===== config.mk =====
export PLATFORM = sky130hd
export DESIGN_NAME = fpaddsub_norm_shift
export DESIGN_NICKNAME = d
export VERILOG_FILES = /design/src/rtl/fpaddsub_pkg.sv /design/src/rtl/fpaddsub_lzc25.sv /design/src/rtl/fpaddsub_norm_shift.sv
export SDC_FILE = /design/constraint.sdc
export NUM_CORES = 1
export LEC_CHECK = 0
export BUFFER_PORTS_ARGS = -buffer_cell sky130_fd_sc_hd__buf_2
export CORE_MARGIN = 4
export CORE_UTILIZATION = 54
export CTS_BUF_LIST = sky130_fd_sc_hd__clkbuf_8
export CTS_CLUSTER_SIZE = 12
export DETAILED_ROUTE_END_ITERATION = 10
export GPL_ROUTABILITY_DRIVEN = 0
export HOLD_SLACK_MARGIN = 0.06
export PLACE_DENSITY_LB_ADDON = 0.2
export SLEW_MARGIN = 20
export SYNTH_ARGS = -nofsm -noshare
export SYNTH_HDL_FRONTEND = slang
export SYNTH_SLANG_ARGS = --single-unit

===== constraint.sdc =====
create_clock -name clk -period 3.2 [get_ports clk]
set_clock_uncertainty 0.05 [all_clocks]
set_input_delay 0.64 -clock clk [delete_from_list [all_inputs] [get_ports clk]]
set_output_delay 0.64 -clock clk [all_outputs]
set_load 0.03 [all_outputs]

===== src/rtl/fpaddsub_pkg.sv =====
// Shared types and constants for the FP add/sub post-addition normalizer.
package fpaddsub_pkg;

  localparam int EXP_W   = 8;
  localparam int SUM_W   = 26;
  localparam int FRAC_W  = 23;
  localparam int LZ_W    = 5;
  localparam int EXP_MAX = 255;

  typedef struct packed {
    logic              sign;
    logic [EXP_W-1:0]  exp;
    logic [FRAC_W-1:0] frac;
    logic              grd;
    logic              stk;
  } norm_res_t;

  typedef struct packed {
    logic [SUM_W-1:0] sum;
    logic [EXP_W-1:0] exp;
    logic             sign;
    logic             stk;
    logic             ovf;
    logic [LZ_W-1:0]  lz;
  } s1_reg_t;

endpackage


===== src/rtl/fpaddsub_lzc25.sv =====
// Combinational 25-bit leading-nought counter; all-zero input returns 25.
module fpaddsub_lzc25
  import fpaddsub_pkg::*;
(
  input  logic [24:0]     d_i,
  output logic [LZ_W-1:0] lz_o
);

  // Ascending scan so the highest set bit writes last and wins.
  always_comb begin
    lz_o = 5'd25;
    for (int i = 0; i < 25; i++) begin
      if (d_i[i]) begin
        lz_o = 5'(24 - i);
      end
    end
  end

endmodule


===== src/rtl/fpaddsub_norm_shift.sv =====
// Two-stage elastic normalizer: S1 counts leading noughts, S2 shifts the
// significand, adjusts the exponent and holds the result for the rounder.
module fpaddsub_norm_shift
  import fpaddsub_pkg::*;
(
  input  logic        clk,
  input  logic        rst,
  input  logic        in_valid,
  output logic        in_ready,
  input  logic [25:0] in_sum,
  input  logic [7:0]  in_exp,
  input  logic        in_sign,
  input  logic        in_stk,
  output logic        out_valid,
  input  logic        out_ready,
  output logic        out_sign,
  output logic [7:0]  out_exp,
  output logic [22:0] out_frac,
  output logic        out_grd,
  output logic        out_stk
);

  localparam logic [8:0] EXP_MAX9 = 9'(EXP_MAX);

  logic            s1_valid_q, s1_valid_d;
  logic            s2_valid_q, s2_valid_d;
  s1_reg_t         s1_q, s1_d;
  norm_res_t       res_q, res_d;
  norm_res_t       norm_s;
  logic [LZ_W-1:0] lz_s;
  logic            in_fire_s;
  logic            s2_load_s;
  logic [8:0]      exp_inc_s;
  logic [7:0]      exp_sub_s;
  logic [23:0]     m_s;

  fpaddsub_lzc25 u_lzc (
    .d_i  (in_sum[24:0]),
    .lz_o (lz_s)
  );

  assign s2_load_s = s1_valid_q & (~s2_valid_q | out_ready);
  assign in_ready  = ~s1_valid_q | s2_load_s;
  assign in_fire_s = in_valid & in_ready;

  // S1 capture: raw operands plus carry flag and leading-nought count.
  always_comb begin
    s1_valid_d = s1_valid_q;
    s1_d       = s1_q;
    if (in_fire_s) begin
      s1_valid_d = 1'b1;
      s1_d.sum   = in_sum;
      s1_d.exp   = in_exp;
      s1_d.sign  = in_sign;
      s1_d.stk   = in_stk;
      s1_d.ovf   = in_sum[25];
      s1_d.lz    = lz_s;
    end else if (s2_load_s) begin
      s1_valid_d = 1'b0;
    end else begin
      s1_valid_d = s1_valid_q;
    end
  end

  // The hidden bit is discarded, so only the 24 bits below it are formed.
  always_comb begin
    exp_inc_s   = {1'b0, s1_q.exp} + 9'd1;
    exp_sub_s   = s1_q.exp - {3'd0, s1_q.lz};
    m_s         = s1_q.ovf ? s1_q.sum[24:1] : (s1_q.sum[23:0] << s1_q.lz);
    norm_s      = '0;
    norm_s.sign = s1_q.sign;
    if (s1_q.ovf) begin
      if (exp_inc_s >= EXP_MAX9) begin
        norm_s.exp = 8'(EXP_MAX);
      end else begin
        norm_s.exp  = exp_inc_s[7:0];
        norm_s.frac = m_s[23:1];
        norm_s.grd  = m_s[0];
        norm_s.stk  = s1_q.stk | s1_q.sum[0];
      end
    end else if (s1_q.sum[24:0] == 25'd0) begin
      norm_s.sign = 1'b0;
    end else if ({3'd0, s1_q.lz} >= s1_q.exp) begin
      norm_s.exp = 8'd0;
    end else begin
      norm_s.exp  = exp_sub_s;
      norm_s.frac = m_s[23:1];
      norm_s.grd  = m_s[0];
      norm_s.stk  = s1_q.stk;
    end
  end

  // S2 next state: load a fresh result or retire the held one.
  always_comb begin
    s2_valid_d = s2_valid_q;
    res_d      = res_q;
    if (s2_load_s) begin
      s2_valid_d = 1'b1;
      res_d      = norm_s;
    end else if (out_ready) begin
      s2_valid_d = 1'b0;
    end else begin
      s2_valid_d = s2_valid_q;
    end
  end

  // Pipeline registers; reset drops everything in flight.
  always_ff @(posedge clk) begin
    if (rst) begin
      s1_valid_q <= 1'b0;
      s2_valid_q <= 1'b0;
      s1_q       <= '0;
      res_q      <= '0;
    end else begin
      s1_valid_q <= s1_valid_d;
      s2_valid_q <= s2_valid_d;
      s1_q       <= s1_d;
      res_q      <= res_d;
    end
  end

  assign out_valid = s2_valid_q;
  assign out_sign  = res_q.sign;
  assign out_exp   = res_q.exp;
  assign out_frac  = res_q.frac;
  assign out_grd   = res_q.grd;
  assign out_stk   = res_q.stk;

endmodule


==> impl_metrics.yaml, run 1 <==
layout:
  layout.nets: 692
  syn2layout_area_growth_pct: 12.6
  drive_gt1_share_pct: 21.6
  fillers: 803
  fin_util_pct: 63.3
  insertedDiodeCount: 0
  multi_input_area_sq_um: 3150
  seqCellArea_sq_um: 1540
  final_area_sq_um: 5580
setup_path:
  cp.required_ns: 3.40
  cpMostUsedCell: "inv_1"
  cp-start-kind: "register"
  worstSetupStartpoint: "s1_q[8]"
  critPathMaxFanout: 9
  reg2reg_from: "s1_q[8]"
  critPathCaptureType: "register"
  worst_r2r_path_depth: 10
  crit_chain: "inv_1 -> ha_1 -> inv_1 -> fa_1 -> a211oi_2 -> o21bai_2 -> a2111oi_4 -> nor2_2 -> o21a_1 -> a32o_1"
  critical_path_class: "register to register"
  crit_slowest_cell: "a2111oi_4"
  cp.arrival_ns: 3.22
  slowest_delay_ns: 0.57
drt:
  firstDrtPassIters: 5
  viasPerCell: 6.47
  wl_per_cell_um: 18.7
  dr_total_vias: 4898
  drt-initial-drc-count: 452
  drtAntennaViolNets: 0
  wl_um: 14200
  drcViolationCount: 0
logic_synthesis:
  ys_seq_elements: 77
  async_flop_share_pct: 0
  synthTopCellsByArea: "dfxtp_1 31%, mux4_2 9.5%, nand2_1 7.9%"
  netlist_instances: 588
  syn_nets: 636
  synth.yosys.seq_area_share_pct: 31.1
  synth_enable_flop_cells: 0
  synth_top_cell_by_area: "dfxtp_1"
  syn-cell-area_sq_um: 4950
  synth_top_area_share_pct: 31.1
  yosysWarnings: 0
  ys.flop_type: "dfxtp_1"
  synth_cell_type_count: 60
  synth_area_per_cell_sq_um: 8.42
min_path:
  hold_class: "register to register"
  hold_path_depth: 2
  hp-start: "out_frac[0]"
global_routing:
  grt_pass1_wl_um: 23400
  met1_usage_pct: 37.6
  busiest_layer: "met2"
  grt.total_usage_pct: 26.3
  grt.met3_usage_pct: 5.78
  first_global_vias: 4582
  gr-total-overflow: 0
  grtUsageMet2_pct: 39.2
  grt_antenna_before_repair: 0
  grt_start_max_net_pins: 54
timing:
  rsz0062_at_grt: "no"
  setup_violations: 0
  finalCriticalPeriod_ns: 3.03
  worst_slew_pin_slew_ns: 0.618
  slew_viol_final: 0
  min_period_over_period_pct: 94.6
  hold_ws_ns: 0.397
  finalSetupTns_ns: 0
  fmax_mhz: 330
  slew-limit-headroom_pct: 58.4
  hold_viol: 0
clock_network:
  cts_setup_buffers: 0
  path_clk_slew_ns: 0.08
  clock_latency_ns: 0.35
  cts_hold_buf: 0
  cts_made_buffers: 9
  max-clock-path-buffers: 2
  cts-root-buf: "clkbuf_8"
  numClockSinks: 77
  cts_tree: "yes"
  ctsHtreeMaxLevel: 3
  post_cts_resized: 0
power:
  power.share.sequential_pct: 45.2
  clock_power_share_pct: 33.8
  leakagePower_uw: 0.00223
  power_switching_uw: 726
  power_uw: 2360
  switching_share_pct: 30.7
  p_per_area_nw_per_um2: 424
  pwr-share-comb_pct: 21.0
  p_int_uw: 1640
  ir_worst_vdd_mv: 0.197
floorplan:
  core_sq_um: 8810
  dieWidth_um: 104
  dieArea_sq_um: 10800
  initial_utilization_pct: 56.3
  rows: 34
  pin_count: 76
  die_h_um: 104
placement:
  placed_area_sq_um: 5360
  io_buffers: 75
  dp_hpwl_um: 10400
run:
  cap_violations: 0
status:
  status: "finished, final reports clean"
cell type report:
| class | count | share of cell area (%) |
|---|---|---|
| Inverter | 16 | 1.08 |
| Clock inverter | 7 | 1.62 |
| Sequential cell | 77 | 27.6 |
| Tap cell | 108 | 2.42 |
| Multi-Input combinational cell | 451 | 56.4 |
| Timing Repair Buffer | 89 | 8.61 |
| Clock buffer | 9 | 2.22 |
state kept, by name, indices dropped and copies added (netlist names):
register,count
out_stk,1
out_grd,1
out_sign,1
s1_q,41
out_valid,1
out_frac,23
out_exp,8
s1_valid_q,1
placed cells by master, fill, tap and decap left out, types with 9 or more instances in the layout:
cell type and count:
nor2_1 48, a21oi_1 54, a211oi_1 9, mux4_2 21, inv_1 17, buf_2 75
dfxtp_1 77, buf_4 14, nor3_1 9, a22oi_1 12, a32oi_1 11, nor4_1 15
o21ai_0 27, mux2i_1 14, clkbuf_8 9, nand2_1 104, nand3_1 11
cells in the mapped netlist, types with 3 or more instances:
| master | instances |
|---|---|
| mux2i_1 | 14 |
| nand3_1 | 11 |
| mux2_2 | 6 |
| xor2_1 | 4 |
| nor2b_1 | 4 |
| buf_1 | 7 |
| o21ai_1 | 4 |
| nand3b_1 | 4 |
| and3_1 | 7 |
| a22o_1 | 3 |
| a211o_1 | 5 |
| nor4_1 | 15 |
| nand4_1 | 3 |
| o21bai_1 | 3 |
| a31oi_1 | 5 |
| nand2_1 | 104 |
| o211ai_1 | 4 |
| a311oi_1 | 4 |
| buf_2 | 10 |
| a211oi_1 | 9 |
| clkbuf_1 | 24 |
| dfxtp_1 | 77 |
| nand2b_1 | 6 |
| a21oi_1 | 54 |
| mux4_2 | 21 |
| a22oi_1 | 12 |
| mux4_1 | 7 |
| o31ai_1 | 5 |
| ha_1 | 7 |
| and2_1 | 3 |
| nor2_1 | 48 |
| o21a_1 | 4 |
| nor3_1 | 9 |
| a32oi_1 | 11 |
| inv_1 | 16 |
| o21ai_0 | 27 |
routing by layer:
layer  wire length [um]  vias to the layer above
met3               1370                       32
met1               6310                     2292
met4                314                        0
met5                  0                        -
met2               6180                      276
li1                   -                     2298
stage by stage:
step	setup slack [ns]	cells
floorplan	0.111	588
global placement	0.407	741
detailed placement	0.270	741
CTS	0.231	757
global route	0.0236	757
finish	0.172	757
power by group through the flow:
stage	logic [uW]	registers (uW)	clock network [uW]
finish	496	1070	799
global route	542	1080	838
CTS	489	1070	809
detailed placement	485	1090	0
global placement	475	1090	0
floorplan	331	1090	0
path summary, 6_finish.rpt:
check	to	slack [ns]
max	out_frac[21]	0.17
min	out_frac[0]	0.40
max reg2reg	out_frac[21]	0.17
min reg2reg	out_frac[0]	0.40
cells by family (layout without fill, tap and decap cells):
kind of cell	after synthesis	count (layout)	share of synthesized area, %
and+or+nand+nor	222	222	20.3
AOI/OAI and AO/OA	167	167	22.5
DFF	77	77	31.1
buffers and inverters	60	121	5.36
muxes	48	48	17.5
adders and majority gates	8	8	2.17
xor gates and xnor gates	6	6	1.06
worst max-delay path: cells and delay by family (launching register included):
kind,cells,cell delay [ns]
compound gates,5,1.48
simple gates,1,0.19
buf+inv,2,0.20
fa+ha+maj,2,0.62
flops,1,0.37
(Power assumes the default switching activity.)
==> run 2: changes to the inputs <==
- RECOVER_POWER: unset -> 100
==> impl_metrics.yaml, run 2 (synthesis results as in run 1) <==
timing:
  hold_viol: 0
  hold_ws_ns: 0.406
  finalCriticalPeriod_ns: 3.05
  finalSetupTns_ns: 0
  worst_slew_pin_slew_ns: 2.28
  setup_violations: 0
  slew_viol_final: 54
  min_period_over_period_pct: 95.2
  rsz0062_at_grt: "no"
  fmax_mhz: 328
  fin_ws_ns: 0.153
  slew-limit-headroom_pct: -51.7
floorplan:
  die_h_um: 104
  core_sq_um: 8810
  pin_count: 76
  dieWidth_um: 104
  dieArea_sq_um: 10800
  rows: 34
  initial_utilization_pct: 56.3
global_routing:
  gr-total-overflow: 0
  grt_pass1_wl_um: 23400
  grt_antenna_before_repair: 0
  first_global_vias: 4582
  grt_start_max_net_pins: 54
  grt.total_usage_pct: 26.3
clock_network:
  path_clk_slew_ns: 0.08
  numClockSinks: 77
  cts_setup_buffers: 0
  post_cts_resized: 0
  cts-root-buf: "clkbuf_8"
  cts_hold_buf: 0
  max-clock-path-buffers: 2
  clock_latency_ns: 0.35
  ctsHtreeMaxLevel: 3
  cts_made_buffers: 9
  cts_tree: "yes"
layout:
  drive_gt1_share_pct: 15.6
  final_common_cell: "nand2_1"
  insertedDiodeCount: 0
  syn2layout_area_growth_pct: 11.5
  final_cell_mix: "104 x nand2_1, 77 x dfxtp_1, 54 x a21oi_1"
  final_cells: 757
  layout.nets: 692
  regMostFlops: "s1_q"
  largest_reg_flops: 41
run:
  cap_violations: 1
drt:
  dr_total_vias: 4899
  drt-initial-drc-count: 502
  firstDrtPassIters: 5
  viasPerCell: 6.47
  drtAntennaViolNets: 0
  wl_um: 14300
  drcViolationCount: 0
  wl_per_cell_um: 18.9
setup_path:
  rrSetupSlack_ns: 0.15
  cp.arrival_ns: 3.25
  r2r-end: "out_frac[21]"
  critical_path_class: "register to register"
  cp-start-kind: "register"
  reg2reg_from: "s1_q[8]"
  crit_path_end: "out_frac[21]"
  cp.required_ns: 3.40
  crit_family: "compound AO/OA/AOI/OAI gates"
  critPathCaptureType: "register"
  slowest_delay_ns: 0.58
  worst_r2r_path_depth: 10
  crit_chain: "inv_1 -> ha_1 -> inv_1 -> fa_1 -> a211oi_2 -> o21bai_1 -> a2111oi_4 -> nor2_2 -> o21a_1 -> a32o_1"
  path_buf_inv: 2
  worstSetupStartpoint: "s1_q[8]"
  crit_slowest_cell: "a2111oi_4"
  cpMostUsedCell: "inv_1"
  crit_cells: 10
  critPathMaxFanout: 9
power:
  ir_worst_vdd_mv: 0.199
  leakagePower_uw: 0.00207
  p_per_area_nw_per_um2: 428
  power_uw: 2360
placement:
  dp_cells: 741
  dp_slack_ns: 0.270
  dp_hpwl_um: 10400
  io_buffers: 75
min_path:
  hold_path_depth: 2
  hold_class: "register to register"
status:
  status: "finished, violations left"
  violations: "max-capacitance violations, max-slew violations"
==> run 2: worst min path at each step <==
stage	slack [ns]	endpoint	from
floorplan	0.38	s1_q[7]	s1_q[7]
detailed placement	0.39	out_frac[0]	out_frac[0]
finish	0.41	out_frac[0]	out_frac[0]
global route	0.44	out_frac[0]	out_frac[0]
CTS	0.40	out_frac[0]	out_frac[0]
global placement	0.38	out_frac[6]	out_frac[6]
==> run 2: area by class of cell <==
type | count | area, sq um
Fill cell | 820 | 3280
Multi-Input combinational cell | 451 | 3140
Sequential cell | 77 | 1540
Timing Repair Buffer | 89 | 430
Tap cell | 108 | 135
Clock buffer | 9 | 124
Clock inverter | 7 | 90.1
Inverter | 16 | 60.1
==> run 2: per-layer routing <==
layer	wire length (um)	up-vias	GRT usage (%)
li1	-	2304	-
met1	6240	2245	37.6
met2	6130	307	39.2
met3	1580	43	5.78
met4	388	0	9.69
met5	0	-	0
==> run 2: report_power, final <==
group	internal, uW	switching [uW]	leakage [uW]
logic	193	296	0.00133
registers	1000	67.9	0.000630
clock network	436	366	0.000111
==> run 2: per-stage QoR <==
step	instance area [sq um]	utilization [%]
2_1_floorplan	4950	-
3_3_place_gp	5360	60.9
3_5_place_dp	5360	60.9
4_1_cts	5580	63.3
5_1_grt	5520	62.7
6_report	5520	62.7
==> run 2: worst min-delay path: cells and delay by family, from the launching register on <==
family | cells | cell delay, ns
flip-flops | 1 | 0.33
AND/OR/NAND/NOR | 1 | 0.04
AO/OA/AOI/OAI | 1 | 0.05
==> run 3: changes to the inputs <==
- SYNTH_HIERARCHICAL: unset -> 1
==> impl_metrics.yaml, run 3 <==
status:
  status: "finished, violations left"
  violations: "max-capacitance violations, max-slew violations"
layout:
  largest_reg_flops: 41
  regMostFlops: "s1_q"
  syn2layout_area_growth_pct: 10.4
  final_cell_mix: "143 x nand2_1, 76 x dfxtp_1, 70 x a21oi_1"
  drive_gt1_share_pct: 14.0
  layout.nets: 759
  insertedDiodeCount: 0
  final_area_sq_um: 5740
  final_common_cell: "nand2_1"
  fillers: 919
setup_path:
  slowest_delay_ns: 0.47
  cp-start-kind: "register"
  cp.arrival_ns: 3.06
  worst_r2r_path_depth: 11
  rrSetupSlack_ns: 0.39
  crit_slowest_cell: "dfxtp_1"
  critPathMaxFanout: 8
  r2r-end: "out_exp[5]"
  reg2reg_from: "s1_q[8]"
  cp.required_ns: 3.45
  critical_path_class: "register to register"
  cpMostUsedCell: "inv_1"
  crit_chain: "inv_1 -> ha_1 -> inv_1 -> fa_1 -> a211o_1 -> o211ai_1 -> and3_1 -> nor4_1 -> clkbuf_1 -> o21ai_0 -> a31oi_1"
  critPathCaptureType: "register"
logic_synthesis:
  synth_compound_area_share_pct: 22.9
  ys_seq_elements: 77
  synth_top_family_by_area: "compound AO/OA/AOI/OAI gates"
  synth_enable_flop_cells: 0
  synth_cell_type_count: 72
  ys.flop_type: "dfxtp_1"
  async_flop_share_pct: 0
  synth_most_common_cell: "nand2_1"
  synth_top_area_share_pct: 29.7
  synth.yosys.seq_area_share_pct: 29.7
  syn_nets: 712
  synth_area_per_cell_sq_um: 7.83
  synth_common_cells: "143 x nand2_1, 77 x dfxtp_1, 72 x a21oi_1, 37 x mux2i_1, 36 x nor2_1"
  synthTopCellsByArea: "dfxtp_1 30%, nand2_1 10%, mux2i_1 7.1%"
  synth_top_cell_by_area: "dfxtp_1"
  synth-xor-area-share_pct: 1.52
  synth_fa_ha_area_share_pct: 2.07
  syn-cell-area_sq_um: 5200
  yosysWarnings: 6
  synth_simple_gate_area_share_pct: 22.2
  netlist_instances: 664
  synth_mux_area_share_pct: 15.8
global_routing:
  first_global_vias: 4965
  grt_pass1_wl_um: 24500
  grt_start_max_net_pins: 43
  grt_antenna_before_repair: 0
  gr-total-overflow: 0
  grt.total_usage_pct: 26.5
clock_network:
  cts_setup_buffers: 0
  post_cts_resized: 0
  numClockSinks: 77
  max-clock-path-buffers: 2
  ctsHtreeMaxLevel: 3
  cts_tree: "yes"
  cts_made_buffers: 9
  cts_hold_buf: 0
  cts-root-buf: "clkbuf_8"
  path_clk_slew_ns: 0.09
  clock_latency_ns: 0.36
timing:
  slew_viol_final: 42
  rsz0062_at_grt: "no"
  fmax_mhz: 356
  fin_ws_ns: 0.391
  hold_viol: 0
  worst_slew_pin_slew_ns: 1.66
  hold_ws_ns: 0.404
  setup_violations: 0
  slew-limit-headroom_pct: -10.7
  finalSetupTns_ns: 0
  min_period_over_period_pct: 87.8
  finalCriticalPeriod_ns: 2.81
floorplan:
  rows: 35
  pin_count: 76
  initial_utilization_pct: 56.0
  dieArea_sq_um: 11300
  die_h_um: 106
  dieWidth_um: 106
  core_sq_um: 9280
min_path:
  hold_path_depth: 2
  hold_path_end: "out_frac[5]"
  hp-start: "out_frac[5]"
  hold_class: "register to register"
placement:
  io_buffers: 75
  dp_slack_ns: 0.496
  placed_area_sq_um: 5590
  dp_hpwl_um: 10800
drt:
  drt-initial-drc-count: 605
  drtAntennaViolNets: 0
  viasPerCell: 6.32
  drcViolationCount: 0
  dr_total_vias: 5339
  firstDrtPassIters: 8
  wl_per_cell_um: 17.7
  wl_um: 15000
power:
  p_per_area_nw_per_um2: 427
  leakagePower_uw: 0.00200
  ir_worst_vdd_mv: 0.283
  power_uw: 2450
run:
  cap_violations: 1
## run 3: changes by cell type in the layout (fill, tap and decap cells not counted), sizes merged, moves of 5 or more
| cell | delta |
|---|---|
| o22ai | +5 |
| nor3 | -6 |
| nor2 | -13 |
| a32oi | -6 |
| a211oi | -6 |
| a21oi | +18 |
| o21ai | +13 |
| a22oi | +11 |
| mux4 | -14 |
| mux2i | +24 |
| nor2b | +5 |
| nand2 | +39 |
## run 3: worst max-delay path by stage
stage	from	end	slack, ns	cells after the start
detailed placement	s1_q[9]	out_frac[20]	0.50	7
CTS	s1_q[4]	out_frac[12]	0.47	9
global route	s1_q[9]	out_grd	0.18	7
global placement	s1_q[9]	out_frac[16]	0.59	7
floorplan	s1_q[1]	out_stk	0.42	13
finish	s1_q[8]	out_exp[5]	0.39	11
## run 3: metal layers
layer	vias to the layer above	share of wire, %	track usage [%]	wire length [um]
met5	-	0	0	0
met4	0	2.8	9.44	422
met3	54	10	5.71	1560
met2	320	42	38.9	6340
met1	2450	44	38.3	6660
li1	2515	-	-	-
## run 3: through the flow
| step | utilization, % | instances |
|---|---|---|
| floorplan | - | 664 |
| global route | 61.8 | 845 |
| finish | 61.8 | 845 |
| detailed placement | 60.2 | 829 |
| global placement | 60.2 | 829 |
| CTS | 62.6 | 845 |
## run 3: critical path, delay by kind of cell, from the launching register on
kind	cells	cell delay, ns
adder cells (fa/ha/maj)	2	0.45
flip-flops	1	0.47
buffers and inverters	3	0.55
AO/OA/AOI/OAI	4	0.64
AND/OR/NAND/NOR	2	0.59
## run 3: report_power, final
part	switching, uW	leakage (uW)	total [uW]	internal, uW
sequential	76.9	0.000630	1080	1010
clock	401	0.000108	851	450
combinational	321	0.00126	516	195
total	799	0.00200	2450	1650
## run 3: cell families after synthesis
group / Yosys count
DFF: 77
muxes: 62
and+or+nand+nor: 251
xor gates and xnor gates: 9
AOI/OAI and AO/OA: 192
buffers and inverters: 65
adders and majority gates: 8
## run 3: final cells by class
type,count,area [sq um],area share (%)
multi-input cells,522,3340,58.3
clock inverters,7,104,1.81
flip-flops and latches,77,1540,26.9
inverters,13,48.8,0.850
repair buffers,88,415,7.24
well taps,129,161,2.81
clock buffers,9,124,2.16
